===== src/rtl/riscv_mem_pkg.sv =====
// Shared memory-access definitions for the RISC-V load/store paths.
// Holds the mem_rw encodings, the lane count and the store FSM state type.
package riscv_mem_pkg;

    localparam int NUM_LANES = 4;

    localparam logic [3:0] MEM_W  = 4'b0000;
    localparam logic [3:0] MEM_H  = 4'b0001;
    localparam logic [3:0] MEM_B  = 4'b0010;
    localparam logic [3:0] MEM_HU = 4'b0100;
    localparam logic [3:0] MEM_BU = 4'b0101;

    typedef enum logic [1:0] {
        ST_IDLE  = 2'd0,
        ST_BEAT0 = 2'd1,
        ST_BEAT1 = 2'd2
    } store_state_t;

    // Only the signed-agnostic widths can be stored; HU/BU are load-only codes.
    function automatic logic is_store_type(input logic [3:0] rw);
        return (rw == MEM_W) || (rw == MEM_H) || (rw == MEM_B);
    endfunction

endpackage


===== src/rtl/store_lane_gen.sv =====
// Combinational byte-lane generator for stores.
// Produces the in-word beat and the spill beat (the bytes that fall past the
// word boundary) for a given store type, byte offset and LSB-justified data.
module store_lane_gen
    import riscv_mem_pkg::*;
(
    input  logic [3:0]           mem_rw,
    input  logic [1:0]           off,
    input  logic [31:0]          data,
    output logic [NUM_LANES-1:0] we_lo,
    output logic [31:0]          din_lo,
    output logic [NUM_LANES-1:0] we_hi,
    output logic [31:0]          din_hi,
    output logic                 needs_spill,
    output logic                 valid_type
);

    logic [NUM_LANES-1:0] mask;
    logic [31:0]          src;
    logic [4:0]           lo_shift;
    logic [5:0]           hi_shift;

    // Build the lane mask and source bytes, then shift them into place for both beats.
    always_comb begin
        mask        = '0;
        src         = '0;
        valid_type  = is_store_type(mem_rw);
        lo_shift    = {off, 3'b000};
        hi_shift    = 6'd32 - {1'b0, off, 3'b000};
        case (mem_rw)
            MEM_W: begin
                mask = 4'b1111;
                src  = data;
            end
            MEM_H: begin
                mask = 4'b0011;
                src  = {16'h0000, data[15:0]};
            end
            MEM_B: begin
                mask = 4'b0001;
                src  = {24'h000000, data[7:0]};
            end
            default: begin
                mask = '0;
                src  = '0;
            end
        endcase
        we_lo       = mask << off;
        din_lo      = src << lo_shift;
        we_hi       = mask >> (3'd4 - {1'b0, off});
        din_hi      = src >> hi_shift;
        needs_spill = ((mem_rw == MEM_W) && (off != 2'd0)) ||
                      ((mem_rw == MEM_H) && (off == 2'd3));
    end

endmodule


===== src/rtl/store_unit.sv =====
// Store-side data path: accepts SW/SH/SB requests, aligns them onto byte lanes
// and drives a valid/ready word-addressed write port, splitting stores that
// cross a word boundary into two beats.
// Optional macro STORE_MISALIGN_EXC_EN: misaligned stores are rejected and
// reported on store_misalign instead of being split.
module store_unit
    import riscv_mem_pkg::*;
#(
    parameter int ADDR_W = 32,
    parameter int DATA_W = 32
) (
    input  logic                 clk,
    input  logic                 resetn,
    input  logic                 req_valid,
    output logic                 req_ready,
    input  logic [3:0]           req_mem_rw,
    input  logic [ADDR_W-1:0]    req_addr,
    input  logic [DATA_W-1:0]    req_data,
    output logic                 mem_valid,
    input  logic                 mem_ready,
    output logic [ADDR_W-1:0]    mem_addr,
    output logic [DATA_W-1:0]    mem_din,
    output logic [NUM_LANES-1:0] mem_we,
    output logic                 store_done,
`ifdef STORE_MISALIGN_EXC_EN
    output logic                 store_misalign,
`endif
    output logic                 busy
);

    store_state_t         state;
    store_state_t         state_next;

    logic [NUM_LANES-1:0] lane_we_lo;
    logic [31:0]          lane_din_lo;
    logic [NUM_LANES-1:0] lane_we_hi;
    logic [31:0]          lane_din_hi;
    logic                 lane_needs_spill;
    logic                 lane_valid_type;

    logic [ADDR_W-1:0]    word_addr;
    logic [ADDR_W-1:0]    next_word_addr;
    logic                 accept;
    logic                 reject;

    logic [ADDR_W-1:0]    hi_addr;
    logic [31:0]          hi_din;
    logic [NUM_LANES-1:0] hi_we;
    logic                 spill_pending;

    logic                 load_beat0;
    logic                 load_beat1;
    logic                 go_idle;
    logic                 done_next;

`ifdef STORE_MISALIGN_EXC_EN
    logic                 misaligned;
    logic                 misalign_next;
`endif

    store_lane_gen u_lane_gen (
        .mem_rw      (req_mem_rw),
        .off         (req_addr[1:0]),
        .data        (req_data[31:0]),
        .we_lo       (lane_we_lo),
        .din_lo      (lane_din_lo),
        .we_hi       (lane_we_hi),
        .din_hi      (lane_din_hi),
        .needs_spill (lane_needs_spill),
        .valid_type  (lane_valid_type)
    );

    assign word_addr      = {req_addr[ADDR_W-1:2], 2'b00};
    assign next_word_addr = word_addr + ADDR_W'(4);

    assign req_ready = (state == ST_IDLE);
    assign mem_valid = (state != ST_IDLE);
    assign busy      = (state != ST_IDLE);
    assign accept    = req_valid && req_ready;

`ifdef STORE_MISALIGN_EXC_EN
    // Word stores must be word aligned and halfword stores halfword aligned.
    assign misaligned = ((req_mem_rw == MEM_W) && (req_addr[1:0] != 2'd0)) ||
                        ((req_mem_rw == MEM_H) && req_addr[0]);
    assign reject     = !lane_valid_type || misaligned;
`else
    assign reject     = !lane_valid_type;
`endif

    // State register; reset abandons any in-flight beat including a pending spill.
    always_ff @(posedge clk or negedge resetn) begin
        if (!resetn) begin
            state <= ST_IDLE;
        end else begin
            state <= state_next;
        end
    end

    // Next-state and control decode for the beat sequencer.
    always_comb begin
        state_next = state;
        load_beat0 = 1'b0;
        load_beat1 = 1'b0;
        go_idle    = 1'b0;
        done_next  = 1'b0;
`ifdef STORE_MISALIGN_EXC_EN
        misalign_next = 1'b0;
`endif
        case (state)
            ST_IDLE: begin
                if (accept) begin
                    if (reject) begin
                        done_next = 1'b1;
`ifdef STORE_MISALIGN_EXC_EN
                        misalign_next = lane_valid_type && misaligned;
`endif
                    end else begin
                        load_beat0 = 1'b1;
                        state_next = ST_BEAT0;
                    end
                end
            end
            ST_BEAT0: begin
                if (mem_ready) begin
                    if (spill_pending) begin
                        load_beat1 = 1'b1;
                        state_next = ST_BEAT1;
                    end else begin
                        go_idle    = 1'b1;
                        done_next  = 1'b1;
                        state_next = ST_IDLE;
                    end
                end
            end
            ST_BEAT1: begin
                if (mem_ready) begin
                    go_idle    = 1'b1;
                    done_next  = 1'b1;
                    state_next = ST_IDLE;
                end
            end
            default: begin
                go_idle    = 1'b1;
                state_next = ST_IDLE;
            end
        endcase
    end

    // Beat registers: load beat0 plus the spill on accept, swap in the spill, clear enables when done.
    always_ff @(posedge clk or negedge resetn) begin
        if (!resetn) begin
            mem_addr      <= '0;
            mem_din       <= '0;
            mem_we        <= '0;
            hi_addr       <= '0;
            hi_din        <= '0;
            hi_we         <= '0;
            spill_pending <= 1'b0;
            store_done    <= 1'b0;
        end else begin
            store_done <= done_next;
            if (load_beat0) begin
                mem_addr      <= word_addr;
                mem_din       <= lane_din_lo;
                mem_we        <= lane_we_lo;
                hi_addr       <= next_word_addr;
                hi_din        <= lane_din_hi;
                hi_we         <= lane_we_hi;
                spill_pending <= lane_needs_spill;
            end else if (load_beat1) begin
                mem_addr      <= hi_addr;
                mem_din       <= hi_din;
                mem_we        <= hi_we;
                spill_pending <= 1'b0;
            end else if (go_idle) begin
                mem_we        <= '0;
                spill_pending <= 1'b0;
            end
        end
    end

`ifdef STORE_MISALIGN_EXC_EN
    // Misalignment flag pulses alongside store_done for a rejected request.
    always_ff @(posedge clk or negedge resetn) begin
        if (!resetn) begin
            store_misalign <= 1'b0;
        end else begin
            store_misalign <= misalign_next;
        end
    end
`endif

endmodule


===== config.mk =====
export PLATFORM = sky130hd
export DESIGN_NAME = store_unit
export DESIGN_NICKNAME = d
export VERILOG_FILES = /design/src/rtl/riscv_mem_pkg.sv /design/src/rtl/store_lane_gen.sv /design/src/rtl/store_unit.sv
export SDC_FILE = /design/constraint.sdc
export NUM_CORES = 1
export LEC_CHECK = 0
export ABC_AREA = 0
export CORE_AREA = 2 2 141 143
export CTS_BUF_LIST = sky130_fd_sc_hd__clkbuf_16
export DETAILED_ROUTE_END_ITERATION = 7
export DIE_AREA = 0 0 143 145
export GPL_TIMING_DRIVEN = 0
export SLEW_MARGIN = 0
export SYNTH_ARGS = -nofsm -noshare
export SYNTH_HDL_FRONTEND = slang
export SYNTH_SLANG_ARGS = --single-unit

===== constraint.sdc =====
create_clock -name clk -period 2 [get_ports clk]
set_input_delay 0.2 -clock clk [delete_from_list [all_inputs] [get_ports clk]]
set_output_delay 0.2 -clock clk [all_outputs]
set_load 0.03 [all_outputs]

==> run_results.csv <==
group,metric,value,unit
yosys,postSynth.asyncResetShare,1.00,
placement,placed_area,0.00932,sq mm
cts,clock-sinks,136,
placement,portBuffers,136,
timing,fin_skew,0.00935,ns
power_and_ir_drop,power.total,0.00974,W
power_and_ir_drop,leakage,4.28,nW
worst_setup_path,r2r_setup_slack,0.07,ns
timing,hold_viol,0,
cts,tritoncts,"done",
die,die_h,145,um
grt,grt_usage,0.252,
final_layout,fin_util,0.533,
yosys,ys.flop_type,"dfrtp_1",
timing,min_period_over_period,0.969,
placement,dpl.hpwl,18500,um
power_and_ir_drop,power_density,951,mW/mm^2
cts,path_clk_slew,0.06,ns
timing,slew_violations,0,
timing,finalWorstSetupSlack,0.0618,ns
worst_hold_path,hold_start,"req_addr[5]",
routing,via_count,7174,
cts,numCtsBuffers,17,
routing,wirelength,26000,um
final_layout,drive_above_1_share,0.168,
worst_setup_path,worstSetupPathType,"reg -> out",
worst_setup_path,r2r_start,"state[0]",
die,core,0.0192,sq mm
yosys,synth_area_leader_cell,"dfrtp_1",
grt,antenna_found_initial,0,
yosys,synth_edf_count,0,
routing,drt_iter0_drc,657,
worst_setup_path,crit_chain,"nor2_1, clkdlybuf4s50_1",
cts,h-tree-depth,4,
yosys,yosysWarnings,0,
worst_setup_path,crit_arrival,1.74,ns
die,fp-row-count,51,
worst_setup_path,worstSetupStartpointType,"register",
final_layout,area_growth,36.0,%
outcome,outcome,"finished clean",
yosys,avgSynthCellArea,9.54,sq um
grt,grt_pass1_vias,6921,
worst_setup_path,worst-path-max-fanout,8,
timing,fin_crit,1.94,ns
final_layout,fin_area,0.0102,sq mm
yosys,synth_compound_area_frac,0.241,
die,io_pins,144,
yosys,ys_seq_area_frac,0.452,
yosys,synthSimpleGateAreaFrac,0.197,
yosys,synth_cells,789,
die,initial_core_util,0.392,
yosys,synth_top_family_by_area,"compound AO/OA/AOI/OAI gates",
routing,routedWlPerCell,21.1,um
yosys,synth_area_leaders,"dfrtp_1, nand2_1, a31oi_1",
routing,via_per_inst,5.81,
timing,slew_headroom,0.551,
yosys,syn_area,0.00753,sq mm
routing,ant_nets,0,
cts,clkLatencyLatePin,0.43,ns
grt,grt-ovfl-total,0,
yosys,muxShareOfSynthArea,0.0409,
yosys,synth_top_area_share,0.452,
routing,drc,0,
power_and_ir_drop,vdd_drop_max,0.000652,V
timing,setup_violations,0,
final_layout,nNetsFinal,1032,
die,die_area,0.0207,sq mm
yosys,synth_fa_ha_area_frac,0.00632,
placement,place_worst_setup_slack,-0.912,ns
grt,grt_pass1_wl,40100,um
routing,first_pass_iters,5,
yosys,synth-xor-area-share,0.0151,
die,die_width,143,um
timing,holdWs,0.124,ns
yosys,synth-seq-cells,136,
timing,tightestPinTransition,0.673,ns
cts,cts_root_buf,"clkbuf_16",
flow_run,drv_cap,0,
worst_setup_path,critical_path_required,1.80,ns
worst_setup_path,critPathMaxStageDelay,0.69,ns
worst_hold_path,hp-class,"in -> reg",
timing,fmax,0.516,GHz
cts,clockBufferDepth,2,
worst_setup_path,cpMaxStageDelayCell,"clkdlybuf4s50_1",
placement,gp_congestion,0.927,
yosys,synthDistinctLibCells,68,
worst_setup_path,cp-end-kind,"primary output",
worst_setup_path,setup.worst_path.start,"state[1]",
grt,grt_max_degree,76,
final_layout,diodes,0,
[power by group]
part / internal (W) / total [W] / leakage, nW / switching [W]
Clock: 0.00232 / 0.00355 / 0.323 / 0.00123
Combinational: 0.00113 / 0.00265 / 2.26 / 0.00152
Sequential: 0.00325 / 0.00354 / 1.69 / 0.000290
Total: 0.00670 / 0.00974 / 4.28 / 0.00304
[sequential cells by signal, indices dropped and copies added (netlist names)]
| register | count |
|---|---|
| hi_din | 32 |
| mem_din | 32 |
| store_done | 1 |
| state | 2 |
| mem_we | 4 |
| hi_addr | 30 |
| hi_we | 4 |
| mem_addr | 30 |
| spill_pending | 1 |
[cells by family after synthesis]
group	Yosys count
flops	136
buf+inv	76
compound gates	241
other cells	1
mux	29
simple gates	289
xor+xnor	13
fa+ha+maj	4
[routing by layer]
layer / vias to the layer above / GRT usage / part of all wire
met4: 0 / 0.0782 / 0.025
met3: 47 / 0.0449 / 0.070
li1: 3302 / - / -
met2: 317 / 0.400 / 0.48
met5: - / 0 / 0
met1: 3508 / 0.348 / 0.43
[worst paths after layout]
check	to	depth (start not counted)
max	req_ready	2
min reg2reg	hi_din[7]	1
min in group asynchronous	mem_addr[27]	2
max in group asynchronous	mem_din[18]	3
min	mem_addr[5]	3
max reg2reg	mem_we[1]	4
[worst max-delay path, delay by kind of cell (launching register included)]
kind / cells / cell delay, ns
flops: 1 / 0.47
simple gates: 1 / 0.16
buf+inv: 1 / 0.69
[cell usage after synthesis (4+ instances only)]
| library cell | number |
|---|---|
| nand2_1 | 145 |
| dfrtp_1 | 136 |
| a31oi_1 | 49 |
| nor2_1 | 48 |
| clkbuf_1 | 31 |
| o21ai_0 | 29 |
| buf_2 | 27 |
| a22o_1 | 23 |
| a22oi_1 | 18 |
| nand3_1 | 17 |
| mux2i_1 | 15 |
| o31ai_1 | 15 |
| mux2_2 | 14 |
| nand4_1 | 14 |
| o21ai_1 | 13 |
| a211oi_1 | 11 |
| a21o_1 | 10 |
| o22ai_1 | 10 |
| a2bb2oi_1 | 9 |
| or4_1 | 9 |
| a2111oi_2 | 8 |
| a221oi_1 | 8 |
| a32o_1 | 8 |
| nor3_2 | 8 |
| a32oi_1 | 7 |
| buf_1 | 7 |
| xnor2_1 | 7 |
| and3_1 | 6 |
| xor2_1 | 6 |
| a21oi_1 | 5 |
| and4_1 | 5 |
| nand2b_1 | 5 |
| or3_1 | 5 |
| buf_4 | 4 |
| inv_1 | 4 |
| nor4_4 | 4 |
[metrics by stage]
stage                     instances  setup TNS (ns)
after floorplan                 790               0
after global placement         1191         -730.60
after detailed placement       1192          -61.78
after CTS                      1231        -0.00328
after global routing           1235        -0.00452
final                          1235               0
[final cells by class]
cell class	instances	area, sq um
multi-input combinational	578	3900
sequential	136	3410
clock inverter	15	231
buffer	68	417
tap	265	332
fill	1766	8970
clock buffer	17	425
inverter	5	23.8
timing repair buffer	151	1500
[placed cells by master (no fill, tap or decap), types with 8 or more instances in the layout]
| master | netlist | layout |
|---|---|---|
| nor3_2 | 8 | 8 |
| a22o_1 | 23 | 23 |
| nand2_1 | 145 | 145 |
| o21ai_0 | 29 | 29 |
| buf_4 | 4 | 17 |
| clkdlybuf4s50_1 | 0 | 132 |
| nand3_1 | 17 | 17 |
| dfrtp_1 | 136 | 134 |
| a31oi_1 | 49 | 49 |
| nand4_1 | 14 | 14 |
| mux2_2 | 14 | 14 |
| o31ai_1 | 15 | 13 |
| clkbuf_2 | 0 | 12 |
| nor2_1 | 48 | 46 |
| mux2i_1 | 15 | 15 |
| clkbuf_1 | 31 | 12 |
| clkbuf_16 | 0 | 18 |
| o22ai_1 | 10 | 10 |
| a2bb2oi_1 | 9 | 9 |
| a21o_1 | 10 | 10 |
| o21ai_1 | 13 | 13 |
| a32o_1 | 8 | 8 |
| a22oi_1 | 18 | 18 |
| or4_1 | 9 | 9 |
| buf_2 | 27 | 26 |
[repair_timing]
item / in CTS / in global routing
setup endpoints to repair: 110 / 110
cloned: 0 / 0
resized for setup: 29 / 26
hold buffers: 1 / 0
pin swaps: 4 / 4
setup buffers: 7 / 6
hold endpoints to repair: 61 / 0
(Power assumes the default switching activity.)
